## config.mk

```make
export PLATFORM = sky130hd
export DESIGN_NAME = mem_access_unit
export DESIGN_NICKNAME = d
export VERILOG_FILES = /design/src/rtl/mem_access_unit.sv
export SDC_FILE = /design/constraint.sdc
export NUM_CORES = 1
export LEC_CHECK = 0
export BUFFER_PORTS_ARGS = -buffer_cell sky130_fd_sc_hd__buf_2
export CAP_MARGIN = 20
export CORE_MARGIN = 3
export CORE_UTILIZATION = 45
export DETAILED_ROUTE_END_ITERATION = 8
export GPL_TIMING_DRIVEN = 0
export PLACE_DENSITY = 0.75
export SYNTH_ARGS = -nofsm -noshare
export SYNTH_HDL_FRONTEND = slang
export SYNTH_SLANG_ARGS = --single-unit
```

## constraint.sdc

```tcl
create_clock -name clock -period 9.8 [get_ports clock]
set_input_delay 1.47 -clock clock [delete_from_list [all_inputs] [get_ports clock]]
set_output_delay 1.47 -clock clock [all_outputs]
set_load 0.05 [all_outputs]
```

## src/rtl/mem_access_unit.sv

```systemverilog
// Load/store unit between the MEM stage and a word-wide data memory; sub-word stores use read-modify-write.
// Latency from transfer edge to resp_valid: load 2, word store 2, sub-word store 3, error 1 cycles.
// Backpressure: req_ready is high only in IDLE, one request in flight; the response cannot be stalled.
//
// Ports:
//   clock, reset            rising-edge clock, asynchronous active-high reset
//   req_valid/req_ready     request handshake; req_write, req_size, req_signed, req_addr, req_wdata request fields
//   resp_valid              one-cycle completion pulse carrying resp_rdata (extended load data) and resp_error
//   dmAddress               word-aligned memory address
//   dmWriteEnabled          memory write strobe
//   dmWriteInput            memory write data
//   dmReadResult            combinational memory read data for dmAddress
module mem_access_unit #(
  parameter int MEM_ADDR_BITS = 12
) (
  input  logic        clock,
  input  logic        reset,
  input  logic        req_valid,
  output logic        req_ready,
  input  logic        req_write,
  input  logic [1:0]  req_size,
  input  logic        req_signed,
  input  logic [31:0] req_addr,
  input  logic [31:0] req_wdata,
  output logic        resp_valid,
  output logic [31:0] resp_rdata,
  output logic [1:0]  resp_error,
  output logic [31:0] dmAddress,
  output logic        dmWriteEnabled,
  output logic [31:0] dmWriteInput,
  input  logic [31:0] dmReadResult
);

  typedef enum logic [2:0] {IDLE, READ, MERGE, WRITE, DONE} state_t;

  state_t      state_q, state_d;
  logic [1:0]  size_q, size_d;
  logic        signed_q, signed_d;
  logic [31:0] addr_q, addr_d;
  // Holds store data from transfer; MERGE overlays it onto the old memory word.
  logic [31:0] merge_q, merge_d;
  logic [31:0] rdata_q, rdata_d;
  logic [1:0]  err_q, err_d;
  // Last address driven to memory, so dmAddress holds between accesses.
  logic [31:0] dm_addr_q, dm_addr_d;

  logic        misaligned, out_of_range;
  logic [31:0] word_addr;
  logic [4:0]  byte_sel;
  logic [4:0]  half_sel;
  logic [7:0]  ld_byte;
  logic [15:0] ld_half;
  logic [31:0] ld_ext;
  logic [31:0] merged;

  assign misaligned   = (req_size == 2'd3) ||
                        (req_size == 2'd1 && req_addr[0]) ||
                        (req_size == 2'd2 && req_addr[1:0] != 2'b00);
  assign out_of_range = |req_addr[31:MEM_ADDR_BITS];

  assign word_addr = {addr_q[31:2], 2'b00};
  assign byte_sel  = {addr_q[1:0], 3'b000};
  assign half_sel  = {addr_q[1], 4'b0000};
  assign ld_byte   = dmReadResult[byte_sel +: 8];
  assign ld_half   = dmReadResult[half_sel +: 16];

  always_comb begin
    ld_ext = dmReadResult;
    case (size_q)
      2'd0:    ld_ext = {{24{signed_q & ld_byte[7]}}, ld_byte};
      2'd1:    ld_ext = {{16{signed_q & ld_half[15]}}, ld_half};
      default: ld_ext = dmReadResult;
    endcase
  end

  always_comb begin
    merged = dmReadResult;
    if (size_q == 2'd0) merged[byte_sel +: 8]  = merge_q[7:0];
    else                merged[half_sel +: 16] = merge_q[15:0];
  end

  always_comb begin
    state_d        = state_q;
    size_d         = size_q;
    signed_d       = signed_q;
    addr_d         = addr_q;
    merge_d        = merge_q;
    rdata_d        = rdata_q;
    err_d          = err_q;
    dm_addr_d      = dm_addr_q;
    req_ready      = 1'b0;
    resp_valid     = 1'b0;
    dmWriteEnabled = 1'b0;
    dmAddress      = dm_addr_q;

    case (state_q)
      IDLE: begin
        req_ready = 1'b1;
        if (req_valid) begin
          size_d   = req_size;
          signed_d = req_signed;
          addr_d   = req_addr;
          rdata_d  = '0;
          err_d    = misaligned ? 2'd1 : (out_of_range ? 2'd2 : 2'd0);
          if (req_write) merge_d = req_wdata;
          if (misaligned || out_of_range) state_d = DONE;
          else if (!req_write)            state_d = READ;
          else if (req_size == 2'd2)      state_d = WRITE;
          else                            state_d = MERGE;
        end
      end
      READ: begin
        dmAddress = word_addr;
        dm_addr_d = word_addr;
        rdata_d   = ld_ext;
        state_d   = DONE;
      end
      MERGE: begin
        dmAddress = word_addr;
        dm_addr_d = word_addr;
        merge_d   = merged;
        state_d   = WRITE;
      end
      WRITE: begin
        dmAddress      = word_addr;
        dm_addr_d      = word_addr;
        dmWriteEnabled = 1'b1;
        state_d        = DONE;
      end
      DONE: begin
        resp_valid = 1'b1;
        state_d    = IDLE;
      end
      default: state_d = IDLE;
    endcase
  end

  always_ff @(posedge clock or posedge reset) begin
    if (reset) begin
      state_q   <= IDLE;
      size_q    <= 2'd0;
      signed_q  <= 1'b0;
      addr_q    <= '0;
      merge_q   <= '0;
      rdata_q   <= '0;
      err_q     <= 2'd0;
      dm_addr_q <= '0;
    end else begin
      state_q   <= state_d;
      size_q    <= size_d;
      signed_q  <= signed_d;
      addr_q    <= addr_d;
      merge_q   <= merge_d;
      rdata_q   <= rdata_d;
      err_q     <= err_d;
      dm_addr_q <= dm_addr_d;
    end
  end

  assign resp_rdata   = resp_valid ? rdata_q : '0;
  assign resp_error   = resp_valid ? err_q : 2'd0;
  assign dmWriteInput = merge_q;

endmodule

```

==> results of run 1 <==
[worst max-delay path, stage by stage (launching register included)]
cell,delay [ns]
dfrtp_1,0.39
buf_2,0.27
nor3b_1,0.49
buf_2,0.27
clkbuf_1,0.45
and2_1,0.22
buf_2,0.28
[cell families (layout without fill, tap and decap cells)]
logic type	count (synthesis)	after routing	synth area share, %
AND/OR/NAND/NOR	253	253	17.75
AO/OA/AOI/OAI	171	171	18.31
flip-flops	136	136	50.31
buffers and inverters	57	294	3.958
multiplexers	54	54	8.748
adder cells (fa/ha/maj)	5	5	0.9247
[final cells by class]
cell class | count | area [um^2]
Fill cell | 1288 | 6016
Sequential cell | 136 | 3403
Multi-Input combinational cell | 483 | 3094
Timing Repair Buffer | 205 | 1049
Clock buffer | 18 | 439.2
Tap cell | 184 | 230.2
Buffer | 46 | 226.5
Clock inverter | 14 | 140.1
Inverter | 11 | 46.29
[sequential cells by signal, indices dropped and copies added, names as in the netlist]
name          cells
addr_q           32
dmWriteInput     32
dm_addr_q        32
err_q             2
rdata_q          32
signed_q          1
size_q            2
state_q           3
[how the worst max path moves through the flow]
stage | slack, ns | startpoint | depth (start not counted) | to
final | 5.54 | state_q[2] | 6 | resp_error[0]
after global routing | 5.38 | state_q[2] | 6 | resp_error[0]
after CTS | 5.54 | state_q[2] | 6 | resp_error[0]
after detailed placement | 5.99 | state_q[2] | 6 | resp_error[0]
after global placement | 3.14 | reset | 2 | dmWriteInput[25]
after floorplan | 4.69 | reset | 1 | addr_q[0]
[metrics by stage]
stage / area, um^2 / utilization [%] / hold WS, ns / setup WS [ns] / std cells
2_1_floorplan: 6765 / - / 0.4375 / 4.691 / 676
3_3_place_gp: 8011 / 54.71 / 0.4509 / 3.145 / 1063
3_5_place_dp: 8049 / 54.96 / 0.4563 / 5.992 / 1065
4_1_cts: 8628 / 58.92 / 0.4692 / 5.536 / 1097
5_1_grt: 8628 / 58.92 / 0.4884 / 5.378 / 1097
6_report: 8628 / 58.92 / 0.4613 / 5.536 / 1097
[cell usage after synthesis, types with 2 or more instances]
| library cell | instances |
|---|---|
| nand3_1 | 11 |
| clkinv_1 | 3 |
| nor3b_2 | 2 |
| dfrtp_1 | 136 |
| nor3_1 | 24 |
| buf_6 | 3 |
| nor3b_1 | 2 |
| mux2_2 | 41 |
| a22o_1 | 9 |
| a211o_1 | 7 |
| mux2i_1 | 13 |
| nor4_1 | 5 |
| a221oi_1 | 15 |
| o21ai_1 | 3 |
| o21a_1 | 7 |
| a21oi_1 | 35 |
| and2_1 | 36 |
| nand2_1 | 129 |
| o21ai_2 | 2 |
| a32o_1 | 2 |
| ha_1 | 5 |
| nand2b_1 | 6 |
| buf_4 | 3 |
| a221o_1 | 8 |
| clkbuf_1 | 24 |
| or3_1 | 4 |
| o221a_2 | 3 |
| o21ai_0 | 41 |
| o32ai_1 | 8 |
| buf_2 | 16 |
| nor2_1 | 24 |
| a22oi_1 | 16 |
| inv_1 | 8 |
| o221ai_1 | 2 |
| o22ai_1 | 2 |
[layer usage]
layer | share of wire (%) | vias to the layer above | global-route usage (%) | wire length (um)
li1 | - | 2882 | - | -
met1 | 42 | 3084 | 34.13 | 8894
met2 | 45 | 324 | 39.07 | 9515
met3 | 9.4 | 47 | 7.347 | 1979
met4 | 2.7 | 6 | 9.327 | 562
met5 | 0.12 | - | 0 | 26
[power groups by stage]
stage | sequential [mW] | combinational, mW | clock, mW
3_3_place_gp | 0.648 | 0.327 | 0
2_1_floorplan | 0.721 | 0.151 | 0
4_1_cts | 0.639 | 0.335 | 0.630
5_1_grt | 0.645 | 0.361 | 0.661
6_report | 0.640 | 0.337 | 0.626
3_5_place_dp | 0.649 | 0.333 | 0
==> impl_metrics.ini, run 1 <==
[run_status]
status = complete, but fails checks
failed_checks = DRC

[timing]
maxSlewHeadroom_pct = 54.07
final.period_utilization_pct = 43.51
setup_tns_ns = 0
final_hold_viol_count = 0
finalSetupViolations = 0
worstMarginPinSlew_ns = 0.6852
grt_setup_unrepaired = false
fmax_ghz = 0.2345
skew_ns = 0.007406
slew_viol_final = 0
fin_crit_ns = 4.264

[finish]
layout_commonest_cell = buf_2
nets = 1008
drive_gt1_share_pct = 34.72
area_growth_pct = 27.54
most-common-layout-cells = buf_2, dfrtp_1, nand2_1
diodes = 0

[cts]
cts-root-buf = clkbuf_16
cts_buffer_depth = 2
cts_tree = done
ctsHoldBuffers = 0
clock_latency_ns = 0.43
cts.reportedPaths.clkPinSlew_ns = 0.06
postCtsSetupBuffers = 0
cts-buffers-inserted = 17
clkSinkCount = 136
cts_resized = 0
htree_levels = 4

[place]
gp_congestion = 0.9158
portBuffers = 203
hpwl_mm = 15.58

[power]
comb_power_share_pct = 21.0
intPower_mw = 1.068
ir_drop_uv = 131.4
leakagePower_nw = 4.379
power.density_mw_per_mm2 = 185.8
p_sw_share_pct = 33.36
power.switching_mw = 0.5348
p_clk_share_pct = 39.1
report.power.total_mw = 1.603
sequentialPowerShare_pct = 39.9

[worst_setup_path]
critPathMaxFanout = 10
rrSetupSlack_ns = 6.99
worstSetupPathType = flop to output port
r2r_start = addr_q[1]
r2r_cells = 8
worstPathArrival_ns = 2.79
required_ns = 8.33
worst_setup_path_end_kind = output port
start_kind = flop
r2r-end = dmWriteInput[24]

[synth]
netlist_instances = 676
synth_edf_count = 0
synthArstFlopShare_pct = 100.0
synthesis.nets = 784
synth_top_area_share_pct = 50.31
netlist_area_mm2 = 0.006765
ys_types = 56
ys_seq_area_share_pct = 50.31
syn_area_per_cell_um2 = 10.01
synth_top_flop_cell = dfrtp_1
yosys_warnings = 0
yosys.area.top_type = dfrtp_1
synth_area_leaders = dfrtp_1, nand2_1, mux2_2
synth-seq-cells = 136

[floorplan]
dieWidth_um = 128.6
pin_count = 204
die_area_mm2 = 0.01654
core_mm2 = 0.01464
initial_utilization_pct = 46.20
fp.dieH_um = 128.6
placementRows = 44

[global_route]
grt_max_degree = 91
track_usage_pct = 25.31
antenna_found_initial = 3
grt.overflow.total = 0
grt_first_pass_wirelength_mm = 32.30
grt_pass1_vias = 6038

[route]
drc = 2
drt_first_iter_violations = 557
ant_nets = 0
via_count = 6343
first_pass_iters = 7
drt-wirelength-per-cell_um = 19.12
drt-total-wl_mm = 20.98
viasPerCell = 5.782

[worst_hold_path]
holdPathStages = 2
hp-start = err_q[0]
hp-class = flop to flop
holdPathEnd = err_q[0]

[run]
cap_violations = 0
Power figures use the tool's default switching activity.
==> run 2: changes to the inputs <==
- ABC_AREA: default -> 1
- PLACE_DENSITY: 0.75 -> 0.74
- clock period: 9.8 -> 4.1 ns (I/O delays scaled with it)
==> impl_metrics.ini, run 2 <==
[route]
via_count = 7378
drc = 0
drt-total-wl_mm = 22.76
ant_nets = 0
drt-wirelength-per-cell_um = 15.88
viasPerCell = 5.149
drt_first_iter_violations = 505
first_pass_iters = 7

[worst_setup_path]
r2r-end = dmWriteInput[28]
critPathMaxFanout = 10
worstPathArrival_ns = 2.30
worst_setup_path_end_kind = output port
r2r_cells = 12
start_kind = flop
endpoint = resp_rdata[4]
required_ns = 3.48
worstSetupPathType = flop to output port
cp-startpoint = state_q[1]
rrSetupSlack_ns = 1.57
r2r_start = addr_q[1]

[synth]
netlist_instances = 979
netlist_area_mm2 = 0.007328
synth-seq-cells = 136
synth_common_cells = nand2_1, dfrtp_1, inv_1
yosys_warnings = 0
syn_area_per_cell_um2 = 7.485
ys_seq_area_share_pct = 46.44
synth_top_flop_cell = dfrtp_1
yosysMostFrequentCell = nand2_1
yosys.area.top_type = dfrtp_1
synthesis.nets = 1087
ys_types = 30
synth_top_area_share_pct = 46.44
synthArstFlopShare_pct = 100.0
synth_edf_count = 0
synth_area_leaders = dfrtp_1, nand2_1, nand3_1

[finish]
layout_commonest_cell = nand2_1
nets = 1312
utilization_pct = 58.27
diodes = 0
drive_gt1_share_pct = 26.46
area_growth_pct = 26.31
stdcell_count = 1433
most-common-layout-cells = nand2_1, buf_2, dfrtp_1
final_area_mm2 = 0.009256
n_fill_cell = 1542

[timing]
final.period_utilization_pct = 71.21
finalSetupViolations = 0
grt_setup_unrepaired = false
setup_tns_ns = 0
fmax_ghz = 0.3425
final_hold_viol_count = 0
slew_viol_final = 0
fin_crit_ns = 2.919
maxSlewHeadroom_pct = 58.58
setup_ws_ns = 1.181
worstMarginPinSlew_ns = 0.6201
skew_ns = 0.008322

[worst_hold_path]
hp-class = primary input to async pin

[global_route]
grt_max_degree = 43
track_usage_pct = 26.12
top_usage_layer = met2
met1_usage_pct = 34.08
antenna_found_initial = 2
use_met2_pct = 41.53
grt.overflow.total = 0
grt_first_pass_wirelength_mm = 36.80
grt_pass1_vias = 7337
use_met3_pct = 6.949

[floorplan]
pin_count = 204
initial_utilization_pct = 46.13
die_area_mm2 = 0.01785
core_mm2 = 0.01589
fp.dieH_um = 133.6
dieWidth_um = 133.6
placementRows = 46

[cts]
cts_resized = 0
cts_buffer_depth = 2
clkSinkCount = 136
cts_tree = done
ctsHoldBuffers = 0
cts-root-buf = clkbuf_16
cts.reportedPaths.clkPinSlew_ns = 0.06
clock_latency_ns = 0.43
htree_levels = 4
cts-buffers-inserted = 17
postCtsSetupBuffers = 0

[place]
hpwl_mm = 17.64
pre_cts_ws_ns = 1.630
gp_congestion = 0.9587
placedCellCount = 1401
placed_area_mm2 = 0.008678
portBuffers = 203

[run_status]
status = complete, no violations

[power]
leakagePower_nw = 5.007
power.density_mw_per_mm2 = 667.5
ir_drop_uv = 382.9

[run]
cap_violations = 0
-- run 2: cell types whose count changed in the layout (fill, tap and decap cells not counted), moves of 16 or more --
cell / previous run / this run
nand2_1: 129 / 345
and2_1: 36 / 0
nor2_1: 24 / 62
nor3_1: 24 / 0
inv_1: 7 / 83
nand3_1: 11 / 83
o21ai_0: 41 / 68
a22oi_1: 16 / 0
-- run 2: how the worst min path moves through the flow --
stage | from | endpoint | slack [ns] | cells past startpoint
3_5_place_dp | addr_q[3] | addr_q[3] | 0.45 | 2
6_report | reset | dm_addr_q[0] | 0.26 | 2
3_3_place_gp | addr_q[30] | addr_q[30] | 0.45 | 2
5_1_grt | reset | dm_addr_q[0] | 0.31 | 2
2_1_floorplan | addr_q[10] | addr_q[10] | 0.44 | 2
4_1_cts | reset | dm_addr_q[1] | 0.27 | 2
-- run 2: logic make-up (layout without fill, tap and decap cells) --
group / count (synthesis) / count (layout) / share of synthesized area (%)
buffers and inverters: 141 / 379 / 7.734
and+or+nand+nor: 526 / 526 / 30.10
muxes: 30 / 30 / 4.610
DFF: 136 / 136 / 46.44
adders and majority gates: 5 / 5 / 0.8537
AOI/OAI and AO/OA: 141 / 141 / 10.26
-- run 2: where the power goes --
part	switching, mW	internal [mW]
clock network	0.673	0.811
registers	0.263	1.69
logic	2.03	0.719
total	2.96	3.22
-- run 2: worst max-delay path, cell delays in order, from the launching register on --
cell and delay, ns:
dfrtp_1 0.43, nor2_2 0.18, inv_1 0.05, nor2_1 0.13
clkinv_1 0.27, clkbuf_1 0.32, nor2_1 0.19, buf_2 0.29
-- run 2: cell type report --
type / count / area (um^2) / share of cell area, %
Sequential cell: 136 / 3403 / 36.77
Multi-Input combinational cell: 702 / 3358 / 36.28
Timing Repair Buffer: 206 / 1076 / 11.62
Clock buffer: 17 / 425.4 / 4.596
Inverter: 93 / 355.3 / 3.839
Tap cell: 216 / 270.3 / 2.920
Buffer: 48 / 215.2 / 2.325
Clock inverter: 15 / 152.6 / 1.649
-- run 2: stage by stage --
| step | power, mW | hold slack [ns] |
|---|---|---|
| after CTS | 6.200 | 0.2692 |
| final | 6.178 | 0.2618 |
| after detailed placement | 4.694 | 0.4531 |
| after global placement | 4.647 | 0.4497 |
| after floorplan | 3.945 | 0.4364 |
| after global routing | 6.600 | 0.3089 |
-- run 2: per-layer routing --
layer / vias up / wire (um)
met5: - / 18
met4: 4 / 726
met3: 51 / 2109
met2: 320 / 10520
met1: 3413 / 9387
li1: 3590 / -
==> run 3: changes to the inputs <==
- PLACE_DENSITY: 0.74 -> 0.77
- clock period: 4.1 -> 2.6 ns (I/O delays scaled with it)
==> impl_metrics.ini, run 3 (synthesized netlist as in run 2, its figures left out) <==
[worst_setup_path]
worst_setup_path_end_kind = output port
rrSetupSlack_ns = 0.20
r2r_start = addr_q[1]
worstSetupPathType = flop to output port
crit_slowest_cell = dfrtp_1
critPathMaxFanout = 10
crit_path_frequent_cell = nor2_2
r2r-end = dmWriteInput[26]
start_kind = flop
required_ns = 2.21
worstPathArrival_ns = 2.07
slowest_delay_ns = 0.43
crit_chain = nor2_2 > inv_1 > nor2_2 > clkinv_2 > clkbuf_2 > nor2_1 > clkbuf_4
r2r_cells = 12

[cts]
clkSinkCount = 136
cts-buffers-inserted = 17
cts.reportedPaths.clkPinSlew_ns = 0.07
cts-root-buf = clkbuf_16
htree_levels = 4
postCtsSetupBuffers = 0
cts_buffer_depth = 2
clock_latency_ns = 0.42
cts_tree = done

[finish]
n_fill_cell = 1564
final_area_mm2 = 0.009271
stdcell_count = 1433
utilization_pct = 58.36
drive_gt1_share_pct = 26.97
most-common-layout-cells = nand2_1, buf_2, dfrtp_1
layout_commonest_cell = nand2_1
area_growth_pct = 26.52
nets = 1311

[timing]
final_hold_viol_count = 0
setup_ws_ns = 0.1402
fin_crit_ns = 2.460
grt_setup_unrepaired = false
final.period_utilization_pct = 94.61
setup_tns_ns = 0
skew_ns = 0.008899
whs_ns = 0.01766
maxSlewHeadroom_pct = 61.18
slew_viol_final = 0
fmax_ghz = 0.4065
finalSetupViolations = 0
worstMarginPinSlew_ns = 0.5824

[global_route]
grt_first_pass_wirelength_mm = 36.49
antenna_found_initial = 1
grt_pass1_vias = 7139
grt_max_degree = 45
grt.overflow.total = 0
top_usage_layer = met2
met1_usage_pct = 34.38
use_met2_pct = 41.39
use_met3_pct = 6.835
track_usage_pct = 25.90

[floorplan]
pin_count = 204
fp.dieH_um = 133.6
die_area_mm2 = 0.01785
placementRows = 46
core_mm2 = 0.01589
initial_utilization_pct = 46.13
dieWidth_um = 133.6

[power]
comb_power_share_pct = 44.5
power.switching_mw = 4.622
p_sw_share_pct = 47.31
intPower_mw = 5.147
leakagePower_nw = 4.990
ir_drop_uv = 677.9
sequentialPowerShare_pct = 31.6
report.power.total_mw = 9.770
p_clk_share_pct = 23.9
power.density_mw_per_mm2 = 1054

[place]
placed_area_mm2 = 0.008681
gp_congestion = 0.9551
pre_cts_ws_ns = 0.1688
portBuffers = 203
hpwl_mm = 17.39
placedCellCount = 1401

[route]
via_count = 7388
viasPerCell = 5.156
drt-total-wl_mm = 22.75
ant_nets = 0
drt_first_iter_violations = 434
first_pass_iters = 5
drc = 0
drt-wirelength-per-cell_um = 15.87

[worst_hold_path]
hp-class = primary input to async pin

[run_status]
status = complete, no violations

[run]
cap_violations = 0
[run 3: repair_timing]
item / 4_1_cts / 5_1_grt
resized for setup: 4 / 13
gates cloned: 0 / 0
hold buffers: 0 / 0
endpoints found under the hold margin: 0 / 0
setup endpoints to repair: 30 / 52
[run 3: worst max-delay path by stage]
stage,from,to,slack (ns),cells after the start
after floorplan,state_q[1],resp_error[0],-0.06,6
after global placement,reset,dmWriteInput[18],-0.31,2
after detailed placement,addr_q[1],dmWriteInput[26],0.17,12
after CTS,state_q[1],dmAddress[22],0.03,5
after global routing,state_q[1],resp_rdata[14],0.002,7
final,state_q[1],resp_rdata[14],0.14,7
[run 3: final cells by class]
type | count | area [um^2] | share of cell area [%]
sequential | 136 | 3403 | 36.71
tap | 216 | 270.3 | 2.915
multi-input combinational | 702 | 3363 | 36.28
inverter | 93 | 356.6 | 3.846
antenna | 1 | 2.502 | 0.02699
clock inverter | 14 | 136.4 | 1.471
buffer | 47 | 221.5 | 2.389
timing repair buffer | 206 | 1089 | 11.74
clock buffer | 18 | 429.2 | 4.629
[run 3: layer usage]
| metal | up-vias | share of wire (%) |
|---|---|---|
| met5 | - | 0.031 |
| met3 | 43 | 9.0 |
| met4 | 2 | 2.7 |
| met1 | 3436 | 41 |
| met2 | 323 | 47 |
| li1 | 3584 | - |
[run 3: critical path, delay by kind of cell, from the launching register on]
family | cells | cell delay [ns]
buffers and inverters | 4 | 0.72
flip-flops | 1 | 0.43
AND/OR/NAND/NOR | 3 | 0.50
[run 3: power groups by stage]
stage / Clock [mW] / Combinational, mW / Sequential (mW)
global route: 2.48 / 4.82 / 3.16
CTS: 2.35 / 4.32 / 3.08
floorplan: 0 / 2.42 / 3.81
detailed placement: 0 / 4.30 / 3.10
finish: 2.34 / 4.35 / 3.09
global placement: 0 / 4.21 / 3.09
